**src/rtl/regfile_writeback_queue_pkg.sv**
```systemverilog
// regfile_writeback_queue_pkg: shared widths and queue entry type for the register bank write-back queue
package regfile_writeback_queue_pkg;
    localparam int AW = 5;
    localparam int DW = 64;
    localparam int NUM_REGS = 32;
    typedef struct packed {
        logic [AW-1:0] addr;
        logic [DW-1:0] data;
    } wb_entry_t;
endpackage

```
**src/rtl/regfile_writeback_queue_bypass.sv**
```systemverilog
// wbq_bypass_match: age-ordered compare over queued entries, youngest matching entry wins
module wbq_bypass_match
    import regfile_writeback_queue_pkg::*;
#(
    parameter int DEPTH = 4
) (
    input  wb_entry_t [DEPTH-1:0] ent,
    input  logic      [DEPTH-1:0] vld,
    input  logic      [AW-1:0]    addr,
    output logic                  hit,
    output logic      [DW-1:0]    data
);
    always_comb begin
        hit = 1'b0;
        data = '0;
        for (int i = 0; i < DEPTH; i++) begin
            if (vld[i] && ent[i].addr == addr) begin
                hit = 1'b1;
                data = ent[i].data;
            end
        end
    end
endmodule

```
**src/rtl/regfile_writeback_queue.sv**
```systemverilog
// regfile_writeback_queue: arbitrates ALU/load results into an in-order FIFO that retires to the register bank
module regfile_writeback_queue
    import regfile_writeback_queue_pkg::*;
#(
    parameter int DEPTH = 4
) (
    input  logic                      clock,
    input  logic                      reset,
    input  logic                      alu_valid,
    output logic                      alu_ready,
    input  logic [AW-1:0]             alu_addr,
    input  logic [DW-1:0]             alu_data,
    input  logic                      mem_valid,
    output logic                      mem_ready,
    input  logic [AW-1:0]             mem_addr,
    input  logic [DW-1:0]             mem_data,
    output logic                      rf_write,
    output logic [AW-1:0]             rf_addr,
    output logic [DW-1:0]             rf_data,
    input  logic [AW-1:0]             byp_addr_1,
    output logic                      byp_hit_1,
    output logic [DW-1:0]             byp_data_1,
    input  logic [AW-1:0]             byp_addr_2,
    output logic                      byp_hit_2,
    output logic [DW-1:0]             byp_data_2,
    output logic [$clog2(DEPTH):0]    pending
);
    localparam int PW = $clog2(DEPTH);
    localparam int CW = PW + 1;
    wb_entry_t [DEPTH-1:0] mem_q, mem_d, ord;
    logic [DEPTH-1:0] vld;
    logic [PW-1:0] head_q, head_d, tail_q, tail_d;
    logic [CW-1:0] count_q, count_d;
    logic [AW-1:0] rf_addr_q, rf_addr_d;
    logic [DW-1:0] rf_data_q, rf_data_d;
    logic full, push, pop;
    wb_entry_t in_e, nxt;
    // rf_* registers preload the entry that will sit at head after this edge, so retire costs no extra cycle
    always_comb begin
        full = count_q == CW'(DEPTH);
        mem_ready = ~full;
        alu_ready = ~full & ~mem_valid;
        push = (mem_valid | alu_valid) & ~full;
        pop = count_q != '0;
        in_e = mem_valid ? {mem_addr, mem_data} : {alu_addr, alu_data};
        mem_d = mem_q;
        if (push) mem_d[tail_q] = in_e;
        head_d = head_q + PW'(pop);
        tail_d = tail_q + PW'(push);
        count_d = count_q + CW'(push) - CW'(pop);
        nxt = mem_d[head_d];
        rf_addr_d = count_d != '0 ? nxt.addr : rf_addr_q;
        rf_data_d = count_d != '0 ? nxt.data : rf_data_q;
        for (int i = 0; i < DEPTH; i++) begin
            ord[i] = mem_q[head_q + PW'(i)];
            vld[i] = CW'(i) < count_q;
        end
        rf_write = pop & ~reset;
        rf_addr = rf_addr_q;
        rf_data = rf_data_q;
        pending = count_q;
    end
    always_ff @(posedge clock) begin
        if (reset) begin
            head_q <= '0;
            tail_q <= '0;
            count_q <= '0;
            rf_addr_q <= '0;
            rf_data_q <= '0;
        end else begin
            head_q <= head_d;
            tail_q <= tail_d;
            count_q <= count_d;
            rf_addr_q <= rf_addr_d;
            rf_data_q <= rf_data_d;
            mem_q <= mem_d;
        end
    end
    wbq_bypass_match #(.DEPTH(DEPTH)) u_byp_1 (
        .ent(ord), .vld(vld), .addr(byp_addr_1), .hit(byp_hit_1), .data(byp_data_1)
    );
    wbq_bypass_match #(.DEPTH(DEPTH)) u_byp_2 (
        .ent(ord), .vld(vld), .addr(byp_addr_2), .hit(byp_hit_2), .data(byp_data_2)
    );
endmodule
```
**config.mk**
```make
export PLATFORM = sky130hd
export DESIGN_NAME = regfile_writeback_queue
export DESIGN_NICKNAME = d
export VERILOG_FILES = /design/src/rtl/regfile_writeback_queue_pkg.sv /design/src/rtl/regfile_writeback_queue_bypass.sv /design/src/rtl/regfile_writeback_queue.sv
export SDC_FILE = /design/constraint.sdc
export NUM_CORES = 1
export LEC_CHECK = 0
export BUFFER_PORTS_ARGS = -buffer_cell sky130_fd_sc_hd__buf_2
export CORE_ASPECT_RATIO = 1.4
export CORE_MARGIN = 1
export CORE_UTILIZATION = 40
export DETAILED_ROUTE_END_ITERATION = 10
export PLACE_DENSITY = 0.63
export SETUP_SLACK_MARGIN = 0.3
export SYNTH_ARGS = -nofsm -noshare
export SYNTH_HDL_FRONTEND = slang
export SYNTH_SLANG_ARGS = --single-unit
```
**constraint.sdc**
```tcl
create_clock -name clock -period 18.8 [get_ports clock]
set_clock_uncertainty 0.15 [all_clocks]
set_input_delay 0 -clock clock [delete_from_list [all_inputs] [get_ports clock]]
set_output_delay 0 -clock clock [all_outputs]
set_load 0.01 [all_outputs]
```
==> impl_metrics.py, run 1 <==
metrics = {
    "yosys": {
        "synth.ff_latch_count": 352,
        "synth_ff_type": "edfxtp_1",
        "synthesis.area_um2": 27100,
        "synth_area_leader_cell": "edfxtp_1",
        "synth_seq_area_share_pct": 36.2,
        "synth_nets": 3383,
        "synth.distinct_cells": 55,
        "ys_warn_count": 0,
        "syn_avg_cell_area_um2": 8.41,
        "yosys.area_share.simple_pct": 19.1,
        "synth_top_family_by_area": "multiplexers",
        "synth_top_area_share_pct": 30.6,
        "synthCells": 3225,
        "async_flop_share_pct": 0,
        "synthXorXnorAreaFrac_pct": 1.26,
        "synth.area.top_cells": "edfxtp_1 31%, mux2i_1 14%, nor2_1 6.4%, a21oi_1 5.6%, dfxtp_1 5.6%",
        "synth_edf_count": 276,
        "synth_compound_area_share_pct": 17.9,
        "synthMuxAreaShare_pct": 20.1,
        "synthAdderAreaFrac_pct": 0.305,
    },
    "sta": {
        "fmax_mhz": 153,
        "fin_tns_setup_ns": 0,
        "max_slew_margin_pct": 18.1,
        "rsz0062_at_grt": "false",
        "fin_crit_sh_pct": 34.7,
        "setup_viol": 0,
        "slew_violations": 0,
        "final_hold_viol_count": 0,
        "tightest_slew_ns": 1.23,
        "fin_crit_ns": 6.52,
    },
    "route": {
        "initialDrtViolationCount": 2161,
        "ant_nets": 0,
        "vias": 25900,
        "wl_per_cell_um": 22.3,
        "drtPass1Iterations": 6,
        "avgViaCountPerCell": 5.90,
        "drc": 0,
        "drt-total-wl_um": 98000,
    },
    "worst_setup_path": {
        "crit_start": "head_q[1]",
        "slowest_stage": "buf_4",
        "cpMostUsedCell": "buf_4",
        "crit_chain": "buf_4 > buf_4 > mux2i_1 > mux2i_1 > xor2_1 > nor4_1 > nand3_4 > buf_4 > a31oi_1 > buf_2",
        "r2r-end": "rf_data[35]",
        "endpoint_kind": "primary output",
        "path_buf_inv": 4,
        "crit_fanout": 74,
        "arrival_ns": 6.37,
        "ff2ff_setup_slack_ns": 13.25,
        "critPathLaunchType": "flip-flop",
        "path_delay_family": "buffers and inverters",
        "r2r_start": "head_q[1]",
        "rr_worst_depth": 8,
        "cp.required_ns": 18.65,
        "cp_slowest_stage_delay_ns": 0.88,
        "worstSetupPathType": "flip-flop to primary output",
    },
    "die": {
        "die-width_um": 222,
        "io_pins": 357,
        "die_h_um": 310,
        "core_area_um2": 66800,
        "core.rowCount": 112,
        "start_util_pct": 40.6,
        "dieArea_um2": 68900,
    },
    "placed_design": {
        "hpwl_um": 60100,
        "gp_congestion": 0.872,
        "placed_cells": 4186,
        "portBuffers": 356,
    },
    "final_layout": {
        "finalNetCount": 3669,
        "multi_input_area_um2": 16000,
        "layout.area.seq_um2": 9820,
        "nFillCells": 6516,
        "diodes": 0,
        "finalNonFillerCells": 4394,
        "drive_gt1_share_pct": 18.9,
        "area_growth_pct": 17.8,
        "final_cell_mix": "460 x nor2_1, 391 x mux2i_1, 354 x buf_2",
        "final_common_cell": "nor2_1",
    },
    "clock_tree": {
        "numCtsBuffers": 40,
        "cts-htree-levels": 2,
        "cts_tree": "done",
        "cts_sinks": 352,
        "ctsRootBufferMaster": "clkbuf_16",
        "cts_setup_buffers": 0,
        "cts_buffer_depth": 3,
        "clkTransAtPathRegs_ns": 0.06,
        "insertion_delay_ns": 0.57,
    },
    "grt": {
        "grt_pass1_wl_um": 148000,
        "grt_pass1_vias": 25400,
        "grt_antenna_before_repair": 0,
        "grt_remaining_overflow": 0,
        "grtUsageTotal_pct": 27.6,
        "grt_max_degree": 150,
    },
    "pwr": {
        "power.density_nw_per_um2": 165,
        "peakVddDrop_v": 0.000218,
        "p_leak_nw": 12.5,
    },
    "run_status": {
        "status": "complete, no violations",
    },
    "hold_path": {
        "min_from": "alu_data[36]",
        "min_path_type": "input port to flip-flop",
        "hold_path_depth": 3,
        "min_delay_worst_endpoint": "mem_q[36]",
    },
    "run": {
        "maxCapViolations": 0,
    },
}
worst reg2reg max path, stage by stage (launching register included):
cell and delay, ns:
dfxtp_4 0.73, buf_4 0.86, buf_4 0.91, xor2_1 0.68
nand2_1 0.20, nor2_4 0.67, buf_4 0.79, a22oi_1 0.26
a31oi_1 0.22
metal layers:
metal / routed length (um) / global-route usage, % / vias up / share of wire, %
li1: - / - / 12200 / -
met1: 39700 / 33.2 / 12400 / 40
met2: 48100 / 49.0 / 1101 / 49
met3: 6180 / 3.86 / 246 / 6.3
met4: 4030 / 12.2 / 0 / 4.1
met5: 0 / 0 / - / 0
state kept, by name, summed over array words and instances (netlist names):
register and flops:
rf_addr 5, pending 3, rf_data 64, head_q 2, tail_q 2, mem_q 276
logic make-up (layout without fill, tap and decap cells):
group,after synthesis,in the layout
flip-flops,352,352
adder cells (fa/ha/maj),6,6
AND/OR/NAND/NOR,1116,1116
buffers and inverters,317,631
XOR/XNOR,39,39
multiplexers,519,519
AO/OA/AOI/OAI,876,876
Yosys cell counts, types with 2 or more instances:
cell        n
nor2_1    465
ha_1        5
o32ai_1     2
nor2b_1    20
edfxtp_1  276
mux4_2      9
a31oi_1   118
buf_4      10
a211oi_1   15
a211o_1     5
buf_6      10
a22oi_1    76
mux2_2    119
nor3_1    143
and2_1     14
buf_2      58
o21ai_1   104
o22ai_1    18
nor4_1      5
nor3b_1     4
or2_2       4
o211ai_1    4
xnor2_1    22
nand2b_1   66
a21oi_1   305
xor2_1     17
dfxtp_1    76
nand4_1     4
mux2i_1   391
clkbuf_1  179
o21ai_0   221
nand3b_1    2
nand3_1     3
nor3b_2    50
inv_1      19
buf_1      36
a221oi_1    4
nand2_1   325
and3_1      5
per-stage QoR:
stage / util (%) / hold slack (ns) / area (um2) / setup WS, ns / total power (W)
2_1_floorplan: - / 0.162 / 27100 / 12.38 / 0.00346
3_3_place_gp: 43.6 / 0.269 / 29100 / 13.00 / 0.00432
3_5_place_dp: 43.6 / 0.263 / 29100 / 12.91 / 0.00435
4_1_cts: 47.8 / 0.00433 / 32000 / 12.30 / 0.00528
5_1_grt: 47.8 / 0.0429 / 32000 / 11.96 / 0.00561
6_report: 47.8 / 0.00867 / 32000 / 12.29 / 0.00528
final cells by class:
class | instances | area share, %
multi-input cells | 2556 | 50.1
flip-flops and latches | 352 | 30.7
repair buffers | 541 | 11.0
clock buffers | 53 | 3.48
well taps | 855 | 3.35
clock inverters | 17 | 1.01
inverters | 20 | 0.282
worst max path at each step:
stage	slack [ns]	end	depth (start not counted)
after floorplan	12.38	mem_q[0]	3
after global placement	13.00	byp_data_1[3]	10
after detailed placement	12.91	byp_data_1[3]	10
after CTS	12.30	byp_data_1[3]	10
after global routing	11.96	byp_data_1[3]	10
final	12.29	byp_data_1[3]	10
repair_timing:
| item | 4_1_cts | 5_1_grt |
|---|---|---|
| endpoints found under the hold margin | 317 | 0 |
| hold buffers | 138 | 0 |
| resized for setup | 0 | 0 |
power by group:
| group | internal [W] | switching, W | total [W] |
|---|---|---|---|
| logic | 0.00116 | 0.00192 | 0.00308 |
| clock network | 0.000540 | 0.000345 | 0.000884 |
| registers | 0.00113 | 0.000193 | 0.00132 |
(Power assumes the default switching activity.)
==> run 2: changes to the inputs <==
- clock period: 18.8 -> 6.1 ns (I/O delays scaled with it)
==> impl_metrics.py, run 2 (synthesized netlist as in run 1, its figures left out) <==
metrics = {
    "final_layout": {
        "nFillCells": 6455,
        "diodes": 0,
        "largest_reg_flops": 276,
        "stdcell_area_um2": 31900,
        "finalNetCount": 3667,
        "regMostFlops": "mem_q",
        "final_common_cell": "nor2_1",
        "drive_gt1_share_pct": 18.7,
        "area_growth_pct": 17.7,
        "final_cell_mix": "460 x nor2_1, 391 x mux2i_1, 354 x buf_2",
        "finalNonFillerCells": 4393,
    },
    "run_status": {
        "status": "complete, no violations",
    },
    "worst_setup_path": {
        "endpoint_kind": "primary output",
        "arrival_ns": 4.96,
        "cp.required_ns": 5.95,
        "crit_fanout": 98,
        "worstSetupPathType": "flip-flop to primary output",
        "critPathLaunchType": "flip-flop",
    },
    "die": {
        "io_pins": 357,
        "core_area_um2": 66800,
        "die_h_um": 310,
        "die-width_um": 222,
        "start_util_pct": 40.6,
        "dieArea_um2": 68900,
        "core.rowCount": 112,
    },
    "clock_tree": {
        "cts_sinks": 352,
        "cts_buffer_depth": 3,
        "cts_tree": "done",
        "cts.repair.resized": 0,
        "numCtsBuffers": 40,
        "cts-htree-levels": 2,
        "clkTransAtPathRegs_ns": 0.06,
        "ctsRootBufferMaster": "clkbuf_16",
        "insertion_delay_ns": 0.57,
    },
    "placed_design": {
        "hpwl_um": 59300,
        "gp_congestion": 0.869,
        "placed_cells": 4180,
        "portBuffers": 356,
        "post_dp_cell_area_um2": 29200,
    },
    "grt": {
        "grt_pass1_vias": 25100,
        "grt_max_degree": 139,
        "grt_pass1_wl_um": 146000,
        "grt_antenna_before_repair": 0,
        "grt_remaining_overflow": 0,
        "grtUsageTotal_pct": 27.3,
    },
    "sta": {
        "fin_tns_setup_ns": 0,
        "final_hold_viol_count": 0,
        "rsz0062_at_grt": "false",
        "setup_viol": 0,
        "slew_violations": 0,
        "fin_crit_ns": 5.11,
        "fin_crit_sh_pct": 83.8,
        "fmax_mhz": 196,
        "max_slew_margin_pct": 17.4,
        "tightest_slew_ns": 1.24,
    },
    "pwr": {
        "p_leak_nw": 12.5,
        "power.density_nw_per_um2": 506,
        "peakVddDrop_v": 0.000467,
        "power_w": 0.0161,
    },
    "route": {
        "avgViaCountPerCell": 5.92,
        "initialDrtViolationCount": 2223,
        "drtPass1Iterations": 6,
        "wl_per_cell_um": 22.2,
        "drt-total-wl_um": 97400,
        "drc": 0,
        "ant_nets": 0,
        "vias": 26000,
    },
    "run": {
        "maxCapViolations": 0,
    },
    "hold_path": {
        "min_path_type": "input port to flip-flop",
    },
}
-- run 2: layer usage --
layer | track usage (%) | wire length (um) | up-vias
met5 | 0 | 0 | -
met4 | 11.0 | 3380 | 0
met3 | 3.28 | 6620 | 226
met2 | 48.6 | 48200 | 1171
met1 | 33.4 | 39200 | 12400
li1 | - | - | 12300
-- run 2: layout make-up --
type	instances	area (um2)	share of cell area, %
Tap cell	855	1070	3.35
Sequential cell	352	9820	30.7
Inverter	20	86.3	0.270
Clock inverter	23	258	0.807
Clock buffer	48	1070	3.36
Multi-Input combinational cell	2556	16000	50.2
Timing Repair Buffer	539	3600	11.3
-- run 2: timing repair --
| action | in CTS | in global routing |
|---|---|---|
| endpoints found under the hold margin | 325 | 0 |
| hold buffers | 142 | 0 |
| setup buffers | 0 | 0 |
-- run 2: critical path, stage by stage, from the launching register on --
cell and delay, ns:
dfxtp_4 0.98, inv_8 0.46, mux2i_1 0.38, xnor2_1 0.10
nor4_1 0.47, nand3_4 0.66, buf_4 0.64, a31oi_1 0.41
buf_2 0.20
-- run 2: stage by stage --
stage | utilization (%) | hold WS (ns) | setup slack, ns
after floorplan | - | 0.162 | 0.832
after global placement | 43.6 | 0.272 | 1.55
after detailed placement | 43.6 | 0.270 | 1.51
after CTS | 47.8 | 0.0358 | 0.872
after global routing | 47.8 | 0.130 | 0.563
final | 47.8 | 0.0528 | 0.988
-- run 2: where the power goes --
part	switching (W)	total, W	internal, W
Sequential	0.000598	0.00408	0.00348
Combinational	0.00593	0.00952	0.00360
Clock	0.00107	0.00254	0.00147
-- run 2: final timing paths --
check / slack, ns / cells past startpoint / to / from
worst min-delay path: 0.05 / 6 / pending[0] / alu_valid
worst max-delay path: 0.99 / 8 / byp_data_1[27] / head_q[0]
worst max register to register: 1.62 / 7 / rf_addr[3] / head_q[0]
worst min register to register: 0.32 / 2 / rf_data[2] / rf_data[2]
